File: src/rtl/glitch_pulse_gen_if.sv
// Bus between the resetter/command side and the short-glitch timing stage.
// The state_dbg field exposes the FSM state so that checkers can bind to it.
interface glitch_pulse_gen_if #(
  parameter int WIDTH     = 32,
  parameter int CNT_WIDTH = 16
);
  logic                 wide_glitch;
  logic [WIDTH-1:0]     offset;
  logic [WIDTH-1:0]     duration;
  logic                 power_select;
  logic                 power_ctrl;
  logic                 rx_hold;
  logic                 busy;
  logic                 done;
  logic [CNT_WIDTH-1:0] glitch_count;
  logic [2:0]           state_dbg;

  modport master (
    output wide_glitch, offset, duration,
    input  power_select, power_ctrl, rx_hold, busy, done, glitch_count, state_dbg
  );

  modport slave (
    input  wide_glitch, offset, duration,
    output power_select, power_ctrl, rx_hold, busy, done, glitch_count, state_dbg
  );
endinterface

File: src/rtl/glitch_pulse_gen.sv
// Post-wide-glitch timer: after wide_glitch falls, wait offset cycles, drive a
// duration-cycle short glitch, then gate the host UART rx for a hold-off period.
module glitch_pulse_gen #(
    parameter int WIDTH          = 32,
    parameter int HOLDOFF_CYCLES = 100000,
    parameter int CNT_WIDTH      = 16
) (
    input logic clk,
    input logic reset,
    glitch_pulse_gen_if.slave bus
);

    localparam logic [2:0] S_IDLE   = 3'd0;
    localparam logic [2:0] S_ARMED  = 3'd1;
    localparam logic [2:0] S_OFFSET = 3'd2;
    localparam logic [2:0] S_PULSE  = 3'd3;
    localparam logic [2:0] S_HOLD   = 3'd4;

    localparam logic [WIDTH-1:0] HOLD_LOAD = WIDTH'(HOLDOFF_CYCLES);
    localparam logic [WIDTH-1:0] ONE       = WIDTH'(1);

    logic [2:0]           state;
    logic                 wg_d;
    logic [WIDTH-1:0]     cnt;
    logic [WIDTH-1:0]     dur_sh;
    logic                 power_select;
    logic                 rx_hold;
    logic                 done;
    logic [CNT_WIDTH-1:0] glitch_count;
    logic                 rise;
    logic                 fall;

    // wide_glitch is a level strobe with no back-pressure: its edges are
    // detected against wg_d, and the stage never stalls the resetter.
    assign rise = !wg_d && bus.wide_glitch;
    assign fall = wg_d && !bus.wide_glitch;

    always_ff @(posedge clk) begin
        if (reset) begin
            state        <= S_IDLE;
            wg_d         <= 1'b0;
            cnt          <= '0;
            dur_sh       <= '0;
            power_select <= 1'b0;
            rx_hold      <= 1'b0;
            done         <= 1'b0;
            glitch_count <= '0;
        end else begin
            wg_d <= bus.wide_glitch;
            done <= 1'b0;
            case (state)
                S_IDLE: begin
                    if (rise) begin
                        state   <= S_ARMED;
                        rx_hold <= 1'b1;
                    end
                end
                S_ARMED: begin
                    if (fall) begin
                        state  <= S_OFFSET;
                        cnt    <= bus.offset;
                        dur_sh <= bus.duration;
                    end
                end
                S_OFFSET, S_PULSE, S_HOLD: begin
                    // A new wide glitch restarts the cycle from any active state.
                    if (rise) begin
                        state        <= S_ARMED;
                        power_select <= 1'b0;
                    end else if (state == S_OFFSET) begin
                        if (cnt != '0) begin
                            cnt <= cnt - ONE;
                        end else if (dur_sh != '0) begin
                            state        <= S_PULSE;
                            power_select <= 1'b1;
                            cnt          <= dur_sh;
                        end else begin
                            state <= S_HOLD;
                            cnt   <= HOLD_LOAD;
                        end
                    end else if (state == S_PULSE) begin
                        if (cnt == ONE) begin
                            state        <= S_HOLD;
                            power_select <= 1'b0;
                            cnt          <= HOLD_LOAD;
                            if (glitch_count != '1)
                                glitch_count <= glitch_count + CNT_WIDTH'(1);
                        end else begin
                            cnt <= cnt - ONE;
                        end
                    end else begin
                        if (cnt == '0) begin
                            state   <= S_IDLE;
                            rx_hold <= 1'b0;
                            done    <= 1'b1;
                        end else begin
                            cnt <= cnt - ONE;
                        end
                    end
                end
                default: state <= S_IDLE;
            endcase
        end
    end

    assign bus.power_select = power_select;
    assign bus.power_ctrl   = bus.wide_glitch | power_select;
    assign bus.rx_hold      = rx_hold;
    assign bus.busy         = (state != S_IDLE);
    assign bus.done         = done;
    assign bus.glitch_count = glitch_count;
    assign bus.state_dbg    = state;

endmodule

File: src/flat_wrapper.sv
// flat-port wrapper written by rule: the top's interface ports become plain ports
module glitch_pulse_gen_flat 
#(
    parameter int WIDTH          = 32,
    parameter int HOLDOFF_CYCLES = 100000,
    parameter int CNT_WIDTH      = 16
)
  (clk, reset, bus_wide_glitch, bus_offset, bus_duration, bus_power_select, bus_power_ctrl, bus_rx_hold, bus_busy, bus_done, bus_glitch_count, bus_state_dbg);
  glitch_pulse_gen_if #(.WIDTH(WIDTH), .CNT_WIDTH(CNT_WIDTH)) bus_i ();
  input logic clk;
  input logic reset;
  input wire logic [$bits(bus_i.wide_glitch)-1:0] bus_wide_glitch;
  input wire logic [$bits(bus_i.offset)-1:0] bus_offset;
  input wire logic [$bits(bus_i.duration)-1:0] bus_duration;
  output wire logic [$bits(bus_i.power_select)-1:0] bus_power_select;
  output wire logic [$bits(bus_i.power_ctrl)-1:0] bus_power_ctrl;
  output wire logic [$bits(bus_i.rx_hold)-1:0] bus_rx_hold;
  output wire logic [$bits(bus_i.busy)-1:0] bus_busy;
  output wire logic [$bits(bus_i.done)-1:0] bus_done;
  output wire logic [$bits(bus_i.glitch_count)-1:0] bus_glitch_count;
  output wire logic [$bits(bus_i.state_dbg)-1:0] bus_state_dbg;
  assign bus_i.wide_glitch = bus_wide_glitch;
  assign bus_i.offset = bus_offset;
  assign bus_i.duration = bus_duration;
  assign bus_power_select = bus_i.power_select;
  assign bus_power_ctrl = bus_i.power_ctrl;
  assign bus_rx_hold = bus_i.rx_hold;
  assign bus_busy = bus_i.busy;
  assign bus_done = bus_i.done;
  assign bus_glitch_count = bus_i.glitch_count;
  assign bus_state_dbg = bus_i.state_dbg;
  glitch_pulse_gen #(.WIDTH(WIDTH), .HOLDOFF_CYCLES(HOLDOFF_CYCLES), .CNT_WIDTH(CNT_WIDTH)) u_core (.clk(clk), .reset(reset), .bus(bus_i));
endmodule
File: config.mk
export PLATFORM = sky130hd
export DESIGN_NAME = glitch_pulse_gen_flat
export DESIGN_NICKNAME = d
export VERILOG_FILES = /design/src/rtl/glitch_pulse_gen_if.sv /design/src/rtl/glitch_pulse_gen.sv /design/src/flat_wrapper.sv
export SDC_FILE = /design/constraint.sdc
export NUM_CORES = 1
export LEC_CHECK = 0
export CAP_MARGIN = 20
export CORE_MARGIN = 3
export CORE_UTILIZATION = 47
export CTS_CLUSTER_SIZE = 30
export DETAILED_ROUTE_END_ITERATION = 6
export GPL_ROUTABILITY_DRIVEN = 0
export HOLD_SLACK_MARGIN = 0.15
export PLACE_DENSITY = 0.76
export SETUP_SLACK_MARGIN = 0.4
export SLEW_MARGIN = 20
export SYNTH_ARGS = -nofsm -noshare
export SYNTH_HDL_FRONTEND = slang
export SYNTH_SLANG_ARGS = --single-unit
File: constraint.sdc
create_clock -name clk -period 2.6 [get_ports clk]
set_input_delay 0.26 -clock clk [delete_from_list [all_inputs] [get_ports clk]]
set_output_delay 0.26 -clock clk [all_outputs]
set_load 0.005 [all_outputs]
### After elaboration in Yosys (flattened, before gate mapping)

Cells that the tools add are included.

* register bits: 87
* bits of input ports: 67
* output and inout bits: 24
* logic and storage cells: 85

* $add $sub $neg: 2
* equality and inequality tests: 18
* muxes and demuxes: 32
* bitwise operators: 4
* reduce and logical (&&, ||, !) cells: 21

Operators with widths (count)
* $mux 32: 8
* $pmux 32 s2: 1
* $reduce_bool 32->1: 2
* $eq 32x1->1 const B: 1
* $logic_not 32->1: 1
* $sub 32x1->32 const B: 1
* $mux 3: 9
* $add 16x1->16 const B: 1
* $ne 16x16->1 const B: 1
* $mux 1: 12
* $reduce_and 6->1: 2
* $reduce_and 5->1: 2
* $pmux 3 s3: 1
* $reduce_bool 3->1: 3
* $eq 3x2->1 const B: 2
* $ne 2x1->1 const B: 3
* $ne 2x2->1 const B: 3
* $ne 3x2->1 const B: 2
* $ne 5x1->1 const B: 1
* $ne 5x3->1 const B: 1
* $reduce_or 5->1: 1
* $ne 4x2->1 const B: 1
* $ne 4x3->1 const B: 1
* $reduce_and 4->1: 1
* other kinds (11): 16

### Depth between registers and ports, before layout

Gate-level depths: netlist of run 1.

* word-level depth: 6
* mapped depth: 10
* gate-level depth less buffers: 8

### Worst setup path after synthesis of run 1

Ideal clock, no wire load.

* path type: register to register
* from: register u_core.cnt[0]
* to: register u_core.cnt[10]
* setup time: 0.134 ns
* arrival: 2.313 ns
* required time: 2.466 ns
* setup slack: 0.153 ns
* stages on the path, launching flop included: 10
* path buffers: 1
* clock period less this slack: 2.447 ns
* cells stage by stage: dfxtp_1 -> inv_1 -> ha_1 -> or3b_2 -> nor3_1 -> nand3_1 -> or4_1 -> clkbuf_1 -> o221ai_1 -> a211oi_1

* longest elaborated chain between the ends: 6
* elaborated cells on any way between the ends: 13
* classes of those cells: 1 x add/sub; 2 x eq/ne; 7 x mux; 3 x reduce/logical

Ends and longest elaborated chain
* start, declared: line glitch_pulse_gen.sv:24 `logic [WIDTH-1:0] cnt;`
* start signal, assigned: line glitch_pulse_gen.sv:61 `cnt <= bus.offset;`
* start signal, assigned: line glitch_pulse_gen.sv:72 `cnt <= cnt - ONE;`
* start signal, assigned: line glitch_pulse_gen.sv:76 `cnt <= dur_sh;`
* $sub 32x1->32 / $eq 32x1->1 (equally long branches)
* $mux 32 (on tied branches): line glitch_pulse_gen.sv:92, glitch_pulse_gen.sv:82
* $mux 32: line glitch_pulse_gen.sv:81 `end else if (state == S_PULSE) begin`
* $mux 32: line glitch_pulse_gen.sv:70 `end else if (state == S_OFFSET) begin`
* $mux 32: line glitch_pulse_gen.sv:67 `if (rise) begin`
* $pmux 32 s2: line glitch_pulse_gen.sv:51 `case (state)`

Parallel ways exist; a longest one is shown, timed or not. The select of a mux whose other input is x is not followed.
A chain may end at the register's enable or synchronous reset.

### Worst setup path in the final report of run 1

* from: register u_core.cnt[13]
* to: register u_core.cnt[14]

The elaborated chain is that of the path after synthesis.

==> flow_metrics.env, run 1 <==
export IMPL_rows=36
export IMPL_crit_required_ns=2.81
export IMPL_die_area_um2=11340
export IMPL_synthArstFlopShare_pct=0
export IMPL_fin_cells=899
export IMPL_yosysMostFrequentCell="nand2_1"
export IMPL_grt_pass1_wl_um=26790
export IMPL_avgSynthCellArea_um2=7.780
export IMPL_antenna_found_initial=0
export IMPL_cts_buffers=9
export IMPL_holdWs_ns=0.3107
export IMPL_coreArea_um2=9774
export IMPL_tightest_slew_ns=0.5667
export IMPL_dpl_cell_area_um2=6001
export IMPL_totalWireLength_um=19480
export IMPL_ios=91
export IMPL_hold_path_class="in -> reg"
export IMPL_num_antenna_cells=0
export IMPL_vias=5829
export IMPL_clk_pin_slew_ns=0.10
export IMPL_worstPathArrival_ns=2.93
export IMPL_start_kind="flip-flop"
export IMPL_rsz0062_at_grt="true"
export IMPL_grt_max_degree=29
export IMPL_netlist_area_um2=4746
export IMPL_ys_top_cells_by_count="nand2_1 (96), dfxtp_1 (87), a21oi_1 (65)"
export IMPL_initial_core_util_pct=48.55
export IMPL_power_density_nw_per_um2=639.7
export IMPL_root_buffer="clkbuf_8"
export IMPL_finalSetupViolations=1
export IMPL_synth_edf_count=0
export IMPL_end_kind="flip-flop"
export IMPL_drcViolationCount=0
export IMPL_via_per_inst=6.484
export IMPL_synth_cell_types=61
export IMPL_ctsHtreeMaxLevel=3
export IMPL_grt_ovfl_total=0
export IMPL_detail_route_antenna_nets=0
export IMPL_firstDrtPassIters=7
export IMPL_postSynthCellCount=610
export IMPL_die_w_um=106.5
export IMPL_p_total_mw=4.770
export IMPL_ys_warn_count=0
export IMPL_yosys_top_cells_area="dfxtp_1 (37%), nand2_1 (7.6%), a21oi_1 (6.9%)"
export IMPL_synth_ff_latch_count=87
export IMPL_hpwl_um=10860
export IMPL_final_period_utilization_pct=104.7
export IMPL_cts_hold_buffers=0
export IMPL_fmax_mhz=367.3
export IMPL_slew_headroom_pct=61.90
export IMPL_seq_area_frac_synth_pct=36.70
export IMPL_critPathMaxFanout=7
export IMPL_crit_type="reg -> reg"
export IMPL_worst_slack_ns=-0.1229
export IMPL_yosys_area_top_type="dfxtp_1"
export IMPL_wire_per_inst_um=21.67
export IMPL_violations="negative setup slack"
export IMPL_die_y_um=106.5
export IMPL_slew_viol_final=0
export IMPL_drv_cap=0
export IMPL_io_buffer_count=90
export IMPL_clockBufferDepth=2
export IMPL_grt_pass1_vias=5371
export IMPL_min_period_ns=2.723
export IMPL_drive_above_1_share_pct=31.46
export IMPL_skew_ns=0.01034
export IMPL_synth_nets=680
export IMPL_dp_cells=828
export IMPL_track_usage_pct=29.42
export IMPL_cts_tree="built"
export IMPL_ir_drop_uv=398.8
export IMPL_yosysTopAreaCellShare_pct=36.70
export IMPL_area_delta_synth_final_pct=57.11
export IMPL_clock_latency_ns=0.37
export IMPL_hold_violations=0
export IMPL_drtIter0Drc=517
export IMPL_status="complete, but fails checks"
export IMPL_design_area_um2=7456
export IMPL_leakage_nw=2.661
export IMPL_cts_num_sinks=87
export IMPL_dominantRegCellSynth="dfxtp_1"
export IMPL_final_nets=831
[layer usage]
layer  GRT usage (%)  share of wire [%]  vias up
met5               0                  0        -
met4           15.71                6.6        0
met3           5.768                9.2      125
met2           49.64                 47      418
met1           35.26                 37     2749
li1                -                  -     2537
[worst paths after layout]
check | start | to | slack, ns | cells after the start
setup / recovery | u_core.cnt[13] | u_core.cnt[14] | -0.12 | 9
hold reg to reg | u_core.dur_sh[27] | u_core.dur_sh[27] | 0.49 | 2
setup reg to reg | u_core.cnt[13] | u_core.cnt[14] | -0.12 | 9
hold / removal | reset | u_core.dur_sh[9] | 0.31 | 2
[through the flow]
| step | utilization [%] | setup TNS, ns | setup WS (ns) |
|---|---|---|---|
| detailed placement | 61.39 | 0 | 0.08743 |
| floorplan | - | 0 | 0.3268 |
| finish | 76.28 | -0.1229 | -0.1229 |
| global placement | 61.39 | 0 | 0.1726 |
| global route | 76.28 | -0.1454 | -0.1454 |
| CTS | 70.51 | 0 | 0.1641 |
[what timing repair did]
action | CTS | global route
setup endpoints to repair | 50 | 51
pin swaps | 46 | 36
gates resized for setup | 85 | 79
gates cloned | 4 | 0
buffers inserted | 30 | 21
[cell usage in the layout (no fill, tap or decap), types with 11 or more instances in the layout]
| master | n |
|---|---|
| clkdlybuf4s50_1 | 89 |
| o21ai_0 | 12 |
| or3_1 | 11 |
| nand4_1 | 14 |
| nor2_1 | 47 |
| a21oi_1 | 53 |
| dfxtp_1 | 77 |
| xor2_1 | 22 |
| nand2_1 | 94 |
| buf_6 | 22 |
| o31ai_1 | 14 |
| buf_4 | 61 |
| o21ai_1 | 12 |
| a21oi_2 | 11 |
[worst max-delay path, stage by stage, from the launching register on]
cell and delay [ns]:
dfxtp_2 0.34, or4_4 0.59, nor4_4 0.21, buf_4 0.18, nand3_2 0.10, buf_6 0.14
nor4_4 0.19, buf_6 0.18, a222oi_1 0.09, o31ai_1 0.54
[report_power, final]
| group | internal (mW) | leakage, nW | switching, mW | total [mW] |
|---|---|---|---|---|
| clock network | 0.554 | 0.112 | 0.553 | 1.11 |
| registers | 1.39 | 0.709 | 0.0869 | 1.47 |
| logic | 0.988 | 1.84 | 1.20 | 2.19 |
| total | 2.93 | 2.66 | 1.84 | 4.77 |
[registers in the layout (all words and copies together), names as in the netlist]
name / count
u_core.cnt: 32
u_core.wg_d: 1
u_core.bus.done: 1
u_core.bus.state_dbg: 3
u_core.bus.power_select: 1
u_core.bus.glitch_count: 16
u_core.bus.rx_hold: 1
u_core.dur_sh: 32
[cell families after synthesis]
kind of cell               after synthesis  synth area share, %
adders and majority gates                3               0.7910
muxes                                    1               0.2109
buffers and inverters                   48                4.218
AOI/OAI and AO/OA                      166                22.33
xor gates and xnor gates                32                5.906
DFF                                     87                36.70
and+or+nand+nor                        273                29.84
[final cells by class]
cell class                      count  area, µm²
Sequential cell                    87       1759
Timing Repair Buffer              182       1774
Clock inverter                      7      101.3
Clock buffer                        9      123.9
Inverter                            5      23.77
Fill cell                         615       2318
Multi-Input combinational cell    476       3507
Tap cell                          133      166.4
No activity file was read; power rests on OpenSTA's default activity.
==> run 2, diff against run 1 <==
--- a/config.mk
+++ b/config.mk
@@ -6,13 +6,16 @@
 export NUM_CORES = 1
 export LEC_CHECK = 0
 export CAP_MARGIN = 20
+export CELL_PAD_IN_SITES_DETAIL_PLACEMENT = 1
+export CELL_PAD_IN_SITES_GLOBAL_PLACEMENT = 1
 export CORE_MARGIN = 3
-export CORE_UTILIZATION = 47
+export CORE_UTILIZATION = 34
 export CTS_CLUSTER_SIZE = 30
 export DETAILED_ROUTE_END_ITERATION = 6
 export GPL_ROUTABILITY_DRIVEN = 0
 export HOLD_SLACK_MARGIN = 0.15
-export PLACE_DENSITY = 0.76
+export PLACE_DENSITY_LB_ADDON = 0.1
+export RECOVER_POWER = 25
 export SETUP_SLACK_MARGIN = 0.4
 export SLEW_MARGIN = 20
 export SYNTH_ARGS = -nofsm -noshare
==> run 2 against run 1 <==
The run still ends with negative setup slack left. Sequential power about the same. Fmax shrank 3.7%. Power grew 12%. Via count decreased by 6.5%. Clock power grew 34%. First-iteration DRC count decreased by 34%. Cell area increased by 1.9%. Clock skew down 0.0023 ns. Critical path depth up 2. Die area is 36% higher. Global-route usage decreased by 4.2 points. Worst setup slack got worse by 0.11 ns.
==> flow_metrics.env, run 2 (synthesis gave the netlist of run 1 again) <==
export IMPL_final_nets=828
export IMPL_vias=5452
export IMPL_drive_above_1_share_pct=29.74
export IMPL_multi_input_area_um2=3555
export IMPL_tightest_slew_ns=0.9733
export IMPL_cts_tree="built"
export IMPL_n_fill_cell=1577
export IMPL_die_w_um=124.1
export IMPL_hold_violations=0
export IMPL_drv_cap=0
export IMPL_layout_commonest_cell="nand2_1"
export IMPL_design_area_um2=7601
export IMPL_worstSetupStartpoint="u_core.cnt[11]"
export IMPL_rows=42
export IMPL_via_per_inst=5.825
export IMPL_clk_pin_slew_ns=0.07
export IMPL_dpl_cell_area_um2=6187
export IMPL_p_int_mw=3.380
export IMPL_min_period_ns=2.828
export IMPL_grt_pass1_wl_um=29680
export IMPL_grt_ovfl_total=0
export IMPL_power_density_nw_per_um2=700.2
export IMPL_slew_headroom_pct=35.04
export IMPL_root_buffer="clkbuf_16"
export IMPL_drtIter0Drc=340
export IMPL_grt_max_degree=66
export IMPL_leakage_nw=2.666
export IMPL_detail_route_antenna_nets=0
export IMPL_die_y_um=124.1
export IMPL_power_share_clock_pct=27.9
export IMPL_crit_type="reg -> reg"
export IMPL_p_total_mw=5.322
export IMPL_hpwl_um=12960
export IMPL_start_kind="flip-flop"
export IMPL_track_usage_pct=25.18
export IMPL_status="complete, but fails checks"
export IMPL_ctsHtreeMaxLevel=3
export IMPL_crit_required_ns=2.82
export IMPL_rsz0062_at_grt="true"
export IMPL_firstDrtPassIters=5
export IMPL_r2r_start="u_core.cnt[11]"
export IMPL_r2r_end="u_core.cnt[14]"
export IMPL_power_switching_mw=1.942
export IMPL_end_kind="flip-flop"
export IMPL_cts_buffers=9
export IMPL_critPathMaxFanout=3
export IMPL_p_sw_share_pct=36.49
export IMPL_wire_per_inst_um=22.19
export IMPL_clock_latency_ns=0.35
export IMPL_r2r_worst_path_cells=11
export IMPL_drcViolationCount=0
export IMPL_io_buffer_count=90
export IMPL_ir_drop_uv=281.0
export IMPL_coreArea_um2=13450
export IMPL_antenna_found_initial=0
export IMPL_crit_end="u_core.cnt[14]"
export IMPL_reg_top3="u_core.cnt x32, u_core.dur_sh x32, u_core.bus.glitch_count x16"
export IMPL_cts_num_sinks=87
export IMPL_worst_slack_ns=-0.2280
export IMPL_violations="negative setup slack"
export IMPL_p_comb_share_pct=44.4
export IMPL_skew_ns=0.008050
export IMPL_totalWireLength_um=20770
export IMPL_regArea_um2=1754
export IMPL_final_period_utilization_pct=108.8
export IMPL_finalSetupViolations=4
export IMPL_dp_slack_ns=-0.1400
export IMPL_final_cell_mix="nand2_1 (93), clkdlybuf4s50_1 (89), dfxtp_1 (81)"
export IMPL_grt_pass1_vias=5386
export IMPL_worstPathArrival_ns=3.05
export IMPL_hold_path_class="in -> reg"
export IMPL_area_delta_synth_final_pct=60.16
export IMPL_num_antenna_cells=0
export IMPL_die_area_um2=15410
export IMPL_ios=91
export IMPL_fmax_mhz=353.6
export IMPL_initial_core_util_pct=35.28
export IMPL_slew_viol_final=0
export IMPL_ff2ff_setup_slack_ns=-0.23
export IMPL_clockBufferDepth=2
export IMPL_pwr_share_seq_pct=27.7
-- run 2: area by class of cell --
cell class | instances | area share (%)
multi-input cells | 476 | 46.77
well taps | 176 | 2.897
clock inverters | 4 | 1.284
flip-flops and latches | 87 | 23.08
inverters | 5 | 0.2469
clock buffers | 9 | 2.963
repair buffers | 179 | 22.77
-- run 2: metal layers --
layer  track usage [%]  vias to the layer above  wire length [µm]
li1                  -                     2541                 -
met1             35.03                     2711              9328
met2             39.73                      165              9901
met3             3.996                       35              1079
met4             8.487                        0               462
met5                 0                        -                 0
-- run 2: how the worst min path moves through the flow --
stage                                  from           endpoint  slack (ns)  depth (start not counted)
after floorplan             bus_wide_glitch        u_core.wg_d        0.39                          1
after global placement       u_core.cnt[25]     u_core.cnt[25]        0.47                          2
after detailed placement  u_core.dur_sh[28]  u_core.dur_sh[28]        0.47                          2
after CTS                             reset      u_core.cnt[2]        0.30                          2
after global routing                  reset     u_core.cnt[16]        0.33                          2
final                                 reset      u_core.cnt[4]        0.33                          2
-- run 2: metrics by stage --
step | hold WS, ns | TNS [ns] | util (%) | instances
after global routing | 0.3322 | -1.132 | 56.50 | 936
after detailed placement | 0.4702 | -1.681 | 45.99 | 887
after CTS | 0.2974 | 0 | 51.88 | 922
final | 0.3315 | -0.2906 | 56.50 | 936
after global placement | 0.4664 | -0.2767 | 45.99 | 887
after floorplan | 0.3882 | 0 | - | 610
-- run 2: power groups by stage --
| stage | clock network (mW) | registers (mW) | logic [mW] |
|---|---|---|---|
| 2_1_floorplan | 0 | 1.47 | 1.00 |
| 3_3_place_gp | 0 | 1.48 | 1.57 |
| 3_5_place_dp | 0 | 1.49 | 1.59 |
| 4_1_cts | 1.50 | 1.46 | 1.81 |
| 5_1_grt | 1.54 | 1.48 | 2.51 |
| 6_report | 1.49 | 1.47 | 2.36 |
-- run 2: repair_timing --
action / CTS / global route
endpoints found under the setup margin: 50 / 53
buffers inserted: 19 / 12
pin swaps: 37 / 47
cloned: 3 / 2
gates resized for setup: 73 / 92
hold buffers: 0 / 0
-- run 2: worst max-delay path, cell delays in order (launching register included) --
cell	delay, ns
dfxtp_4	0.34
or4_4	0.56
buf_6	0.14
nor4_4	0.17
buf_4	0.21
nand3_4	0.09
buf_6	0.13
nor4_4	0.21
buf_4	0.21
buf_6	0.11
a222oi_1	0.13
o31ai_1	0.41
==> run 3, diff against run 2 <==
--- a/config.mk
+++ b/config.mk
@@ -14,9 +14,9 @@
 export DETAILED_ROUTE_END_ITERATION = 6
 export GPL_ROUTABILITY_DRIVEN = 0
 export HOLD_SLACK_MARGIN = 0.15
+export MAX_ROUTING_LAYER = met4
 export PLACE_DENSITY_LB_ADDON = 0.1
 export RECOVER_POWER = 25
-export SETUP_SLACK_MARGIN = 0.4
 export SLEW_MARGIN = 20
 export SYNTH_ARGS = -nofsm -noshare
 export SYNTH_HDL_FRONTEND = slang
==> run 3 against run 2 <==
Register-to-register slack gained 0.22 ns. The run still ends with negative setup slack left. Worst setup slack gained 0.22 ns. Global-route usage shrank 0.76 points. Flip-flop and latch count is the same. Via count shrank 4.4%. Utilization shrank 7.2 points. Largest cell class unchanged. Hold slack lost 0.0061 ns. Cell area shrank 13%.
==> flow_metrics.env, run 3 (synthesis gave the netlist of run 1 again) <==
export IMPL_status="complete, but fails checks"
export IMPL_violations="negative setup slack"
export IMPL_slew_headroom_pct=59.84
export IMPL_rsz0062_at_grt="true"
export IMPL_rows=42
export IMPL_critPathMaxFanout=5
export IMPL_start_kind="flip-flop"
export IMPL_power_switching_mw=1.532
export IMPL_via_per_inst=5.736
export IMPL_drtIter0Drc=339
export IMPL_grt_ovfl_total=0
export IMPL_final_period_utilization_pct=100.4
export IMPL_detail_route_antenna_nets=0
export IMPL_grt_pass1_wl_um=28090
export IMPL_grt_max_degree=35
export IMPL_root_buffer="clkbuf_16"
export IMPL_finalSetupViolations=1
export IMPL_power_share_clock_pct=30.9
export IMPL_leakage_nw=2.448
export IMPL_tightest_slew_ns=0.6024
export IMPL_fin_tns_setup_ns=-0.01167
export IMPL_die_y_um=124.1
export IMPL_firstDrtPassIters=5
export IMPL_fmax_mhz=382.9
export IMPL_slew_viol_final=0
export IMPL_p_sw_share_pct=34.13
export IMPL_crit_required_ns=2.88
export IMPL_die_w_um=124.1
export IMPL_vias=5214
export IMPL_drcViolationCount=0
export IMPL_end_kind="flip-flop"
export IMPL_cts_hold_buffers=0
export IMPL_p_total_mw=4.490
export IMPL_worstPathArrival_ns=2.89
export IMPL_die_area_um2=15410
export IMPL_pwr_share_seq_pct=32.6
export IMPL_min_period_ns=2.612
export IMPL_worst_slack_ns=-0.01167
export IMPL_p_comb_share_pct=36.5
export IMPL_coreArea_um2=13450
export IMPL_dp_cells=887
export IMPL_totalWireLength_um=18130
export IMPL_critPathMaxStageDelay_ns=0.54
export IMPL_dpl_cell_area_um2=6128
export IMPL_track_usage_pct=24.42
export IMPL_clockBufferDepth=2
export IMPL_drive_above_1_share_pct=15.96
export IMPL_clock_latency_ns=0.35
export IMPL_wire_per_inst_um=19.95
export IMPL_cts_buffers=9
export IMPL_io_buffer_count=90
export IMPL_crit_top_cell="or4_4"
export IMPL_hold_violations=0
export IMPL_reg_top3="u_core.cnt x32, u_core.dur_sh x32, u_core.bus.glitch_count x16"
export IMPL_ctsHtreeMaxLevel=3
export IMPL_initial_core_util_pct=35.28
export IMPL_crit_type="reg -> reg"
export IMPL_power_density_nw_per_um2=677.2
export IMPL_area_delta_synth_final_pct=39.70
export IMPL_n_fill_cell=1685
export IMPL_p_int_mw=2.958
export IMPL_final_util_pct=49.28
export IMPL_cpMaxStageDelayCell="or4_4"
export IMPL_cts_num_sinks=87
export IMPL_fin_cells=909
export IMPL_skew_ns=0.008289
export IMPL_design_area_um2=6630
export IMPL_antenna_found_initial=0
export IMPL_final_cell_mix="nand2_1 (96), dfxtp_1 (86), clkdlybuf4s50_1 (69)"
export IMPL_layout_commonest_cell="nand2_1"
export IMPL_ir_drop_uv=385.9
export IMPL_path_cells="or4_4 > or4_4 > nor4_4 > buf_12 > nand4_4 > or3_4 > a21oi_2"
export IMPL_final_nets=800
export IMPL_hold_path_class="in -> reg"
export IMPL_clk_pin_slew_ns=0.06
export IMPL_hpwl_um=13150
export IMPL_grt_pass1_vias=5330
export IMPL_ios=91
export IMPL_num_antenna_cells=0
export IMPL_drv_cap=0
export IMPL_cts_tree="built"
## run 3: changes by cell type in the layout (fill, tap and decap cells not counted), moves of 6 or more
cell / change
a21oi_1: +11
a21oi_4: -7
a221oi_1: +7
buf_4: -6
buf_6: -19
clkdlybuf4s50_1: -20
dlygate4sd3_1: +20
o221ai_1: +7
o221ai_2: -7
## run 3: cell type report
cell class              count  area (µm²)  area share, %
flip-flops and latches     87        1743          26.29
repair buffers            151        1416          21.36
multi-input cells         476        2924          44.10
well taps                 176       220.2          3.321
inverters                   5       18.77         0.2831
clock buffers               9       225.2          3.397
clock inverters             5       82.58          1.246
## run 3: repair_timing
| action | in CTS | in global routing |
|---|---|---|
| setup endpoints to repair | 8 | 41 |
| gates cloned | 0 | 1 |
| setup buffers | 1 | 6 |
| pin swaps | 1 | 13 |
| resized for setup | 6 | 24 |
## run 3: power groups by stage
stage	clock network, mW	registers [mW]	logic [mW]
detailed placement	0	1.49	1.53
floorplan	0	1.46	0.934
global route	1.47	1.47	1.78
CTS	1.42	1.46	1.55
finish	1.39	1.46	1.64
global placement	0	1.48	1.49
## run 3: final timing paths
| path | cells past startpoint | to | slack [ns] | from |
|---|---|---|---|---|
| worst min-delay path | 2 | u_core.cnt[15] | 0.33 | reset |
| worst max register to register | 7 | u_core.bus.glitch_count[9] | -0.01 | u_core.cnt[10] |
| worst min register to register | 2 | u_core.dur_sh[2] | 0.47 | u_core.dur_sh[2] |
| worst max-delay path | 7 | u_core.bus.glitch_count[9] | -0.01 | u_core.cnt[10] |
## run 3: critical path: cells and delay by family, from the launching register on
family	cells	cell delay, ns
buffers and inverters	1	0.17
AO/OA/AOI/OAI	1	0.12
flip-flops	1	0.31
AND/OR/NAND/NOR	5	1.92
## run 3: metal layers
| metal | share of wire, % | vias up | global-route usage (%) | wire (µm) |
|---|---|---|---|---|
| met3 | 5.9 | 23 | 5.359 | 1067 |
| met2 | 47 | 158 | 37.84 | 8545 |
| met1 | 45 | 2554 | 32.33 | 8220 |
| li1 | - | 2479 | - | - |
| met5 | 0 | - | - | 0 |
| met4 | 1.6 | 0 | 6.639 | 297 |
## run 3: through the flow
step	hold WS [ns]	setup WS (ns)
final	0.3253	-0.01167
after global routing	0.3253	-0.07457
after CTS	0.3197	-0.004065
after detailed placement	0.4705	-0.06716
after global placement	0.4663	-0.01023
after floorplan	0.3882	0.1534
==> RTL change 1 (flow settings as in run 1) <==
`WIDTH` is set to 32 in 3 places; all go to 28.
--- a/src/rtl/glitch_pulse_gen_if.sv
+++ b/src/rtl/glitch_pulse_gen_if.sv
@@ -1,7 +1,7 @@
 // Bus between the resetter/command side and the short-glitch timing stage.
 // The state_dbg field exposes the FSM state so that checkers can bind to it.
 interface glitch_pulse_gen_if #(
-  parameter int WIDTH     = 32,
+  parameter int WIDTH     = 28,
   parameter int CNT_WIDTH = 16
 );
   logic                 wide_glitch;
--- a/src/rtl/glitch_pulse_gen.sv
+++ b/src/rtl/glitch_pulse_gen.sv
@@ -1,7 +1,7 @@
 // Post-wide-glitch timer: after wide_glitch falls, wait offset cycles, drive a
 // duration-cycle short glitch, then gate the host UART rx for a hold-off period.
 module glitch_pulse_gen #(
-    parameter int WIDTH          = 32,
+    parameter int WIDTH          = 28,
     parameter int HOLDOFF_CYCLES = 100000,
     parameter int CNT_WIDTH      = 16
 ) (
--- a/src/flat_wrapper.sv
+++ b/src/flat_wrapper.sv
@@ -1,7 +1,7 @@
 // flat-port wrapper written by rule: the top's interface ports become plain ports
 module glitch_pulse_gen_flat 
 #(
-    parameter int WIDTH          = 32,
+    parameter int WIDTH          = 28,
     parameter int HOLDOFF_CYCLES = 100000,
     parameter int CNT_WIDTH      = 16
 )
Ports: changed (resized bus_duration and bus_offset); port bits go from 91 to 83. No check against the original RTL was run, so the function may have changed too.
==> RTL change 1 against run 1 <==
Sequential cell count down 8; final cell count down 13%; setup slack better by 430 ps; final area down 19%; synthesized area down 8.6%; die area down 8.1%; hold slack better by 120 ps; sequential share of layout area up 2.8 points; wire length down 23%.
Power is not compared: it rests on default switching activity, and its combinational part moved more than twofold at a synthesized area within 25%.
==> RTL change 1: results (changes against run 1) <==
.. list-table::
   :header-rows: 1

   * - Metric
     - Value
   * - Net count reported at finish
     - 730 (-12%)
   * - Run status
     - finished clean
   * - Detailed-route via count
     - 4912 (-16%)
   * - Commonest cells in the synthesized netlist
     - 79 x sky130_fd_sc_hd__dfxtp_1, 79 x sky130_fd_sc_hd__nand2_1, 53 x sky130_fd_sc_hd__a21oi_1
   * - Post-CTS setup-driven buffer insertion count
     - 7 (-77%)
   * - Layout cell share with drive strength beyond 1
     - 20.2% (-11 points)
   * - Post-cts resize count
     - 21 (-75%)
   * - Largest net degree at the start of global routing
     - 42 (+45%)
   * - Global-route wire length before repair
     - 22500 um (-16%)
   * - Non-Filler Instances
     - 780 (-13%)
   * - Delay of the slowest cell on the worst path
     - 540 ps (-50 ps)
   * - Hold EP
     - u_core.bus.glitch_count[8]
   * - Clk_skew
     - 12.5 ps (+2.12 ps)
   * - Routed WL per cell
     - 19.2 um (-11%)
   * - WHS
     - 431 ps (+120 ps)
   * - Via count of the first global-routing pass
     - 4516 (-16%)
   * - Total routing usage reported by global routing
     - 27.1% (-2.3 points)
   * - Number of standard cells after synthesis
     - 564 (-7.5%)
   * - Setup slack, reg-to-reg
     - 300 ps (+430 ps)
   * - 1st-pass router iterations
     - 6 (-1)
   * - Detail Placement HPWL
     - 9910 um (-8.7%)
   * - Max Fanout on Critical Path
     - 8 (+1)
   * - Origin of the critical flop-to-flop path
     - u_core.cnt[2]
   * - Endpoint of the lowest-slack register-to-register path
     - u_core.cnt[5]
   * - Transition at the pin with the smallest max-transition slack
     - 671 ps (+104 ps)
   * - Post-synth net total
     - 627 (-7.8%)
   * - Top cells by area, synth
     - sky130_fd_sc_hd__dfxtp_1 36%, sky130_fd_sc_hd__nand2_1 6.8%, sky130_fd_sc_hd__a21oi_1 6.1%, sky130_fd_sc_hd__nor2_1 4.5%, sky130_fd_sc_hd__xnor2_1 4.4%
   * - Largest registers
     - u_core.cnt: 28 flops, u_core.dur_sh: 28 flops, u_core.bus.glitch_count: 16 flops
   * - Worst-case setup slack after placement
     - 47.6 ps (-39.8 ps)
   * - Filler Cell Count
     - 707 (+15%)
   * - Crit path DAT
     - 2550 ps (-380 ps)
-- RTL change 1: cell types whose count changed after synthesis, moves of 8 or more --
cell,change
sky130_fd_sc_hd__a21oi_1,-12
sky130_fd_sc_hd__or3_1,-12
sky130_fd_sc_hd__inv_1,+10
sky130_fd_sc_hd__xor2_1,-16
sky130_fd_sc_hd__a221oi_1,-8
sky130_fd_sc_hd__dfxtp_1,-8
sky130_fd_sc_hd__nand2_1,-17
sky130_fd_sc_hd__xnor2_1,+13
sky130_fd_sc_hd__nor3_1,+15
sky130_fd_sc_hd__o31ai_1,-8
-- RTL change 1: power groups by stage --
stage | sequential (W) | clock, W | combinational, W
detailed placement | 0.00164 | 0 | 0.00362
global placement | 0.00163 | 0 | 0.00356
CTS | 0.00162 | 0.000946 | 0.00390
global route | 0.00167 | 0.00100 | 0.00490
floorplan | 0.00156 | 0 | 0.00264
finish | 0.00166 | 0.000951 | 0.00464
-- RTL change 1: routing by layer --
| layer | vias up | track usage, % | part of all wire (%) |
|---|---|---|---|
| li1 | 2268 | - | - |
| met1 | 2264 | 37.9 | 40 |
| met2 | 317 | 41.4 | 46 |
| met3 | 63 | 5.26 | 10 |
| met4 | 0 | 10.7 | 3.8 |
| met5 | - | 0 | 0 |
-- RTL change 1: how the worst max path moves through the flow --
stage                  start        endpoint  slack [ps]  cells after the start
6_report       u_core.cnt[2]   u_core.cnt[5]         300                      6
5_1_grt        u_core.cnt[6]   u_core.cnt[6]         260                      9
4_1_cts        u_core.cnt[5]   u_core.cnt[2]         370                      8
3_5_place_dp   u_core.cnt[7]  u_core.cnt[14]          50                      7
3_3_place_gp   u_core.cnt[7]  u_core.cnt[14]         130                      7
2_1_floorplan  u_core.cnt[7]   u_core.cnt[0]         260                      8
-- RTL change 1: critical path, delay by kind of cell (launching register included) --
family | cells | cell delay [ps]
AO/OA/AOI/OAI | 1 | 240
buffers and inverters | 1 | 180
flip-flops | 1 | 340
AND/OR/NAND/NOR | 4 | 1430
-- RTL change 1: kinds of logic (layout without fill, tap and decap cells) --
logic type	count (synthesis)	count (layout)	synth area share (%)
buffers and inverters	52	160	4.85
AND/OR/NAND/NOR	255	255	29.7
AO/OA/AOI/OAI	142	142	21.3
multiplexers	3	3	0.750
adder cells (fa/ha/maj)	4	4	1.15
flip-flops	79	79	36.5
XOR/XNOR	29	29	5.86
-- RTL change 1: final cells by class --
class	instances	area [um2]	area share (%)
tap	108	135	2.23
timing repair buffer	129	1190	19.7
sequential	79	1600	26.4
clock buffer	11	141	2.33
multi-input combinational	433	2880	47.5
clock inverter	5	57.6	0.949
inverter	15	56.3	0.929
==> RTL change 2 (settings of run 1) <==
Without the edit above. Reset style: asynchronous (`reset`), changed in one clocked block.
--- a/src/rtl/glitch_pulse_gen.sv
+++ b/src/rtl/glitch_pulse_gen.sv
@@ -35,7 +35,7 @@
     assign rise = !wg_d && bus.wide_glitch;
     assign fall = wg_d && !bus.wide_glitch;
 
-    always_ff @(posedge clk) begin
+    always_ff @(posedge clk or posedge reset) begin
         if (reset) begin
             state        <= S_IDLE;
             wg_d         <= 1'b0;
Check against the original RTL: differs if reset is asserted again (counterexample within 4 cycles, from zero or initial values and one cycle with reset high); with reset held inactive, the same outputs for 10 cycles.
==> RTL change 2 against run 1 <==
Total power increased by 48%; via count shrank 13%; wire length is 15% lower; sequential cell count unchanged; hold slack improved by 40 ps; final area fell by 4.1%; synthesized cell count decreased by 16%; sequential share of layout area up 7.0 points; setup slack better by 130 ps; synthesized area is 6.2% higher; clock power grew 14%; non-clock buffer count fell by 18.
==> RTL change 2: results (changes against run 1) <==
.. list-table::
   :header-rows: 1

   * - Metric
     - Value
   * - Post-cts resize count
     - 18 (-79%)
   * - Run status
     - finished clean
   * - Total leakage power
     - 2.97 nW (+12%)
   * - Detailed-route via count
     - 5079 (-13%)
   * - Final critical-path required period
     - 2590 ps (-128 ps)
   * - Sw frac
     - 40.2% (+1.6 points)
   * - Worst-case reg-to-reg path depth
     - 10 (+1)
   * - WHS
     - 351 ps (+39.9 ps)
   * - Transition at the pin with the smallest max-transition slack
     - 590 ps (+23.3 ps)
   * - Clock network latency to the later pin of the worst-skew pair
     - 390 ps (+20 ps)
   * - Commonest cells in the synthesized netlist
     - 87 x sky130_fd_sc_hd__dfrtp_1, 57 x sky130_fd_sc_hd__nor2_1, 45 x sky130_fd_sc_hd__nand2_1
   * - Via count of the first global-routing pass
     - 4534 (-16%)
   * - Worst-case setup slack after placement
     - 18.0 ps (-69.4 ps)
   * - Cell area reported after detailed placement
     - 0.00622 mm2 (+3.7%)
   * - Layout cell share with drive strength beyond 1
     - 28.8% (-2.7 points)
   * - Initial drt markers
     - 638 (+23%)
   * - Overall power of the completed layout
     - 0.00706 W (+48%)
   * - Filler Cell Count
     - 781 (+27%)
   * - Origin of the critical flop-to-flop path
     - u_core.cnt[1]
   * - Top cells by area, synth
     - sky130_fd_sc_hd__dfrtp_1 43%, sky130_fd_sc_hd__mux2_2 7.6%, sky130_fd_sc_hd__xor2_1 5.4%, sky130_fd_sc_hd__nor2_1 4.2%, sky130_fd_sc_hd__nor3_1 4.0%
   * - Placed Instances
     - 740 (-11%)
   * - Wire length after detailed routing
     - 16500 um (-15%)
   * - Post-synth net total
     - 584 (-14%)
   * - Endpoint of the lowest-slack register-to-register path
     - u_core.cnt[26]
   * - Setup slack, reg-to-reg
     - 5 ps (+130 ps)
   * - Post-route setup TNS
     - 0 ps (+123 ps)
   * - Mean number of vias per cell
     - 6.30 (-2.8%)
   * - Total routing usage reported by global routing
     - 23.7% (-5.7 points)
   * - Sequential-cell power consumption
     - 0.00264 W (+80%)
   * - Global-route wire length before repair
     - 22300 um (-17%)
   * - Detail Placement HPWL
     - 9570 um (-12%)
   * - Path class of the lowest-slack min-delay path
     - primary input to asynchronous set/reset pin
   * - Net count reported at finish
     - 735 (-12%)
RTL change 2: cell count changes after synthesis, sizes merged, moves of 9 or more:
cell    before  now
nor3        13   41
clkbuf      34    8
nand3       15   24
or3         18    6
o31ai       14    2
buf          9   18
dfxtp       87    0
nand2       97   46
mux2         0   34
a21oi       65   18
dfrtp        0   87
o21ai       26   13
RTL change 2: final cells by class:
class / instances / area [um2] / area share [%]
multi-input combinational: 398 / 2930 / 40.9
clock inverter: 7 / 143 / 1.99
clock buffer: 9 / 124 / 1.73
inverter: 5 / 22.5 / 0.315
timing repair buffer: 164 / 1580 / 22.1
tap: 136 / 170 / 2.38
sequential: 87 / 2190 / 30.6
RTL change 2: cell families after synthesis:
family                     Yosys count  share of synthesized area (%)
buffers and inverters               31                           3.37
DFF                                 87                           43.2
and+or+nand+nor                    238                           26.0
muxes                               35                           7.79
xor gates and xnor gates            39                           6.77
AOI/OAI and AO/OA                   81                           12.2
adders and majority gates            3                          0.744
RTL change 2: worst max-delay path, stage by stage (launching register included):
cell and delay, ps:
sky130_fd_sc_hd__dfrtp_1 420, sky130_fd_sc_hd__inv_2 120, sky130_fd_sc_hd__ha_4 160, sky130_fd_sc_hd__buf_4 100, sky130_fd_sc_hd__nor4b_1 290, sky130_fd_sc_hd__buf_4 200, sky130_fd_sc_hd__nand2_1 130, sky130_fd_sc_hd__nor4_1 480
sky130_fd_sc_hd__xor2_1 200, sky130_fd_sc_hd__a21oi_1 100, sky130_fd_sc_hd__a211oi_2 290
RTL change 2: routing by layer:
metal | global-route usage [%] | vias up | share of wire, % | routed length, um
met1 | 30.9 | 2454 | 39 | 6500
li1 | - | 2195 | - | -
met4 | 11.7 | 0 | 4.3 | 715
met5 | 0 | - | 0 | 0
met3 | 4.29 | 81 | 8.9 | 1480
met2 | 38.1 | 349 | 47 | 7800
